===== config.mk =====
export PLATFORM = sky130hd
export DESIGN_NAME = apb_slave_regbank
export DESIGN_NICKNAME = d
export VERILOG_FILES = /design/src/rtl/apb_slave_regbank.sv
export SDC_FILE = /design/constraint.sdc
export NUM_CORES = 1
export LEC_CHECK = 0
export ABC_AREA = 1
export CAP_MARGIN = 25
export CELL_PAD_IN_SITES_DETAIL_PLACEMENT = 1
export CELL_PAD_IN_SITES_GLOBAL_PLACEMENT = 1
export CORE_MARGIN = 5
export CORE_UTILIZATION = 48
export CTS_CLUSTER_DIAMETER = 50
export CTS_CLUSTER_SIZE = 14
export DETAILED_ROUTE_END_ITERATION = 7
export HOLD_SLACK_MARGIN = 0.02
export PLACE_DENSITY = 0.91
export REMOVE_ABC_BUFFERS = 1
export SYNTH_ARGS = -nofsm -noshare
export SYNTH_HDL_FRONTEND = slang
export SYNTH_SLANG_ARGS = --single-unit

===== constraint.sdc =====
create_clock -name hclk -period 5.2 [get_ports hclk]
set_input_delay 1.56 -clock hclk [delete_from_list [all_inputs] [get_ports hclk]]
set_output_delay 1.56 -clock hclk [all_outputs]
set_load 0.01 [all_outputs]

===== src/rtl/apb_slave_regbank.sv =====
// APB slave register bank: DEPTH-1 read/write words plus a read-only transfer
// counter in the top word, with programmable wait states and error response.
module apb_slave_regbank #(
    parameter int SEL_BIT     = 0,
    parameter int DEPTH       = 16,
    parameter int WAIT_CYCLES = 0
) (
    input  logic        hclk,
    input  logic        hresetn,
    input  logic [2:0]  psel,
    input  logic        penable,
    input  logic        pwrite,
    input  logic [31:0] paddr,
    input  logic [31:0] pwdata,
    output logic [31:0] pr_data,
    output logic        pready,
    output logic        pslverr
);

    localparam int AW = $clog2(DEPTH);

    typedef enum logic [1:0] {
        S_IDLE   = 2'd0,
        S_SETUP  = 2'd1,
        S_ACCESS = 2'd2
    } state_t;

    state_t         r_state;
    logic [25:0]    r_addr;
    logic           r_write;
    logic [31:0]    r_wdata;
    logic [3:0]     r_wcnt;
    // Top word doubles as the transfer counter; the error decode keeps writes off it.
    logic [31:0]    r_mem [DEPTH];

    logic           w_sel;
    logic [AW-1:0]  w_idx;
    logic           w_err;
    logic           w_ready;
    logic           w_unused;

    assign w_sel    = psel[SEL_BIT];
    assign w_idx    = r_addr[2 +: AW];
    assign w_ready  = (r_state == S_ACCESS) && (r_wcnt == 4'd0);
    assign w_err    = (r_addr[1:0] != 2'b00)
                    | (r_addr >= 26'(DEPTH * 4))
                    | (r_write && (w_idx == AW'(DEPTH - 1)));
    assign w_unused = ^{paddr[31:26], psel};

    assign pready   = w_ready;
    assign pslverr  = w_ready & w_err;

    always_comb begin
        pr_data = '0;
        if (w_ready && !r_write && !w_err) begin
            pr_data = r_mem[w_idx];
        end
    end

    always_ff @(posedge hclk) begin
        if (!hresetn) begin
            r_state <= S_IDLE;
            r_addr  <= '0;
            r_write <= 1'b0;
            r_wdata <= '0;
            r_wcnt  <= '0;
            for (int i = 0; i < DEPTH; i++) begin
                r_mem[i] <= '0;
            end
        end else begin
            case (r_state)
                S_IDLE: begin
                    if (w_sel && !penable) begin
                        r_state <= S_SETUP;
                    end
                end
                S_SETUP: begin
                    r_addr  <= paddr[25:0];
                    r_write <= pwrite;
                    r_wdata <= pwdata;
                    r_wcnt  <= 4'(WAIT_CYCLES);
                    if (!w_sel) begin
                        r_state <= S_IDLE;
                    end else if (penable) begin
                        r_state <= S_ACCESS;
                    end
                end
                S_ACCESS: begin
                    if (!w_sel) begin
                        r_state <= S_IDLE;
                    end else if (r_wcnt != 4'd0) begin
                        r_wcnt <= r_wcnt - 4'd1;
                    end else begin
                        if (r_write && !w_err) begin
                            r_mem[w_idx] <= r_wdata;
                        end
                        r_mem[DEPTH-1] <= r_mem[DEPTH-1] + 32'd1;
                        r_state <= penable ? S_IDLE : S_SETUP;
                    end
                end
                default: r_state <= S_IDLE;
            endcase
        end
    end

endmodule


# [After elaboration in Yosys (flattened, before gate mapping)]
# Memories as Yosys holds them, arrays and structs flattened. A register that Yosys moved wholly into a read port is not among the register bits.
# Cells that the tools add are included.
[word_totals] memories=1 reg_bits=65 input_bits=71 wordCells=67 mem_bits_rw=512
[memory_table] memory="r_mem" words=16 word_bits=32 read_ports=2 rd_clocked_by_memory_dff=1 write_ports=16 line="34" rtl="logic [31:0] r_mem [DEPTH];"
[op_classes] magnitude_cmp=1 n_addsub=2 n_eq_ne=8 bitwise=4 mux=29 n_reduce_logical=17
[ops] op="32-bit two-way mux" n=3
[ops] op="32-bit by 1-bit adder with 32-bit output, second input constant" n=1
[ops] op="32-bit OR reduction" n=1
[ops] op="26-bit by 7-bit >= comparator with 1-bit output, second input constant" n=1
[ops] op="4-bit two-way mux" n=5
[ops] op="1-bit two-way mux" n=14
[ops] op="2-bit two-way mux" n=5
[ops] op="4-bit one-hot mux with 2 select lines" n=1
[ops] op="1-bit logical AND" n=6
[ops] op="3-bit inequality test, second input constant" n=2
[ops] op="2-bit one-hot mux with 3 select lines" n=1
[ops] op="3-bit AND reduction" n=2
[ops] op="4-bit equality test, second input constant" n=1
[ops] op="4-bit logical NOT" n=1
[ops] op="2-bit inequality test, second input constant" n=2
[ops] op="2-bit nonzero test" n=2
[ops] op="4-bit nonzero test" n=1
[ops] op="4-bit by 1-bit subtractor with 4-bit output, second input constant" n=1
[ops] op="1-bit logical NOT" n=3
[ops] op="1-bit OR" n=3
[ops] op="2-bit by 1-bit equality test with 1-bit output, second input constant" n=1
[ops] op="2-bit equality test, second input constant" n=1
[ops] op="2-bit logical NOT" n=1
[ops] op="2-bit by 1-bit inequality test with 1-bit output, second input constant" n=1
[ops] op="1-bit AND" n=1

# [Longest topological paths before layout]
[logic_depth] depth_word=13 depth_mapped=10

# [Worst setup path before layout]
# Ideal clock, no wire load.
[synth_path] path_type="input port to flip-flop" from="input port psel[0]" to="memory r_mem[15][0] (enable)" stages=2 arrival_ns=3.950 path_buffers=0 required_time_ns=4.734 setup_ns=0.466 slack_ns=0.784 cell_sequence="nand2_1 > o21ai_0"
[synth_lines] item="start, declared" line="10" rtl="input logic [2:0] psel,"
[synth_lines] item="end, declared" line="34"

==> metrics.md <==
| Metric | Value |
|---|---|
| Post-synthesis cell type count | 30 |
| Wire per inst | between 20 and 30 um |
| Final Net Count | 2899 |
| Critical Path RT | between 3000 and 4000 ps |
| Vias/cell | about 6.3 |
| CTS tree | yes |
| Finished Layout Cells | 3574 |
| Routed via count | between 20000 and 25000 |
| Initial DRC count | approximately 2800 |
| RD Place Congestion | between 0.8 and 0.9 |
| Post-layout instance area | 0.0297 mm^2 |
| Hold WS | 518 ps |
| Placed cell count | ~3500 |
| CP Launch Type | flop |
| H-tree depth | 2 |
| Row count | 86 |
| Status | finished clean |
| Power density cells | about 340 mW/mm^2 |
| CP cell instances | buf_16 > nor2_1 > nor2_1 > o21ai_0 > nand2_1 > nand2_1 > nand3_1 > nand2_1 > nor2_1 > clkdlybuf4s50_1 |
| Die W | ~240 um |
| Max clock buf depth | 3 |
| Initial Util | 0.483 |
| Ports | 105 |
| Share of cells above drive strength 1 | 0.0718 |
| CORE AREA | around 0.055 mm^2 |
| Max-slew headroom | 0.302 |
| Critical path class | flop to output pin |
| CTS Sinks | between 500 and 600 |
| Clk_lat worst skew | about 630 ps |
| Commonest non-fill, non-tap cells in the layout | nand2_1 (647), nor2_1 (623), edfxtp_1 (512) |
| WL final | around 96000 um |
| Area grow syn2layout | 12.3% |
| Antenna violations before repair | 2 |
| CTS clock-pin slew for the worst setup and hold paths | 80 ps |
| Total Routing Usage GR | 0.311 |
| Max IR drop VDD | approximately 240 uV |
| CP max stage delay | 640 ps |
| Hpwl dp | 54800 um |
| Dpl cell area | between 0.02 and 0.03 mm^2 |
| Worst setup margin | between 40 and 50 ps |
| Cts bufs inserted | 54 |
| Final Util | 0.542 |
| Hold WC Path Type | flop to flop |
| Crit share post-route | 0.991 |
| Arrival time worst endpoint | 3600 ps |
| Worst Skew | 24.1 ps |
| Number of max-cap violations | 0 |
| DIE HEIGHT | around 240 um |
| Crit end category | output pin |
| Commonest non-fill, non-tap cell in the layout | nand2_1 |
| Setup violators final | 0 |
| Drc violations | 0 |
| Actual transition at the worst max-transition pin | around 1000 ps |
| Die footprint | approximately 0.06 mm^2 |
| Setup Total Neg Slack | 0 ps |
| Synth Instances | about 2800 |
| Largest net degree at the start of global routing | 128 |
| Max Fclk | slightly below 0.2 GHz |
| Syn avg cell area | ~9.4 um^2 |
| Vias in the first global route | approximately 24000 |
| CP Max Fanout | around 130 |
| Register bit total from synthesis | slightly below 600 |
| Yosys warns | 0 |
| Root buf cell | clkbuf_16 |
| First-pass GRT wire length | roughly 140000 um |
| Routed Antenna Nets | 0 |
| Static Leak | around 11 nW |
| Final Hold Fails | 0 |
| DRT Pass-1 Iters | 6 |
| Crit-path slowest cell | dfxtp_4 |
| # fillers | 6098 |
| Hold buffer count at cts | 0 |
| Final Power | just over 10 mW |
| Post-Place Setup Slack | 557 ps |
| IO buf count | 96 |
| # diodes | 0 |
| Unrepaired setup endpoints after global routing | false |
| Seq/Total Area, Yosys | 0.633 |
| Tmin final | ~5200 ps |
| Final-report max-slew violation count | 0 |
| GR Overflow Total | 0 |
| Mapped Area | ~0.026 mm^2 |
[power breakdown]
group          total [mW]  internal (mW)  switching [mW]  leakage [nW]
Clock                4.11           2.23            1.88         0.845
Combinational       0.815          0.207           0.607          3.91
Sequential           5.30           5.22          0.0855          5.86
Total                10.2           7.65            2.57          10.6
[per-layer routing]
metal,track usage,part of all wire,vias up
li1,-,-,9405
met5,0,0.00010,-
met1,0.366,0.35,11200
met2,0.531,0.49,1547
met4,0.181,0.064,2
met3,0.0639,0.097,470
[Yosys cell counts (all sizes together)]
library cell / count / area share
nor2: 656 / 0.096
nand2: 647 / 0.092
edfxtp: 512 / 0.58
nand3: 377 / 0.076
a21oi: 148 / 0.028
clkbuf: 119 / 0.017
buf: 90 / 0.023
inv: 83 / 0.012
o21ai: 79 / 0.015
dfxtp: 69 / 0.052
nor3: 12 / 0.0023
a31oi: 4 / 0.00094
nand4: 4 / 0.00094
xor2: 3 / 0.00099
ha: 2 / 0.00094
o211ai: 2 / 0.00057
nand3b: 1 / 0.00028
nor4: 1 / 0.00024
o22ai: 1 / 0.00024
or2: 1 / 0.00024
xnor2: 1 / 0.00033
[sequential cells by signal (all words and copies together), names as in the netlist, named ones only]
signal   cells
r_write      1
r_wcnt       4
r_state      2
r_wdata     32
r_mem      512
r_addr      26
[critical path, delay by kind of cell (launching register included)]
kind | cells | cell delay [ps]
buf+inv | 2 | 1110
simple gates | 7 | 1010
flops | 1 | 640
compound gates | 1 | 110
[what timing repair did]
| action | 4_1_cts | 5_1_grt |
|---|---|---|
| endpoints found under the setup margin | 19 | 1 |
| gates resized for setup | 0 | 1 |
| pin swaps | 1 | 0 |
| buffers inserted | 5 | 0 |
[layout make-up]
class,count,area (um^2),area share
clock buffer,84,1600,0.0537
clock inverter,16,168,0.00564
inverter,83,319,0.0107
multi-input combinational,1939,8370,0.281
sequential,581,16800,0.564
tap,704,881,0.0296
timing repair buffer,167,1650,0.0554
[worst paths after layout]
path,slack [ps],cells after the start,to,startpoint
worst min-delay path,520,1,r_wcnt[0],r_wcnt[0]
worst max register to register,2030,10,r_mem[13][24],r_wcnt[0]
worst min register to register,520,1,r_wcnt[0],r_wcnt[0]
worst max-delay path,40,10,pr_data[30],flop
[cell families after synthesis]
logic type                 Yosys count  share of synthesized area
xor gates and xnor gates             4                    0.00132
and+or+nand+nor                   1699                      0.268
buffers and inverters              292                     0.0520
DFF                                581                      0.633
AOI/OAI and AO/OA                  234                     0.0446
adders and majority gates            2                   0.000945
Note: power is estimated with default switching activity, not from simulation.
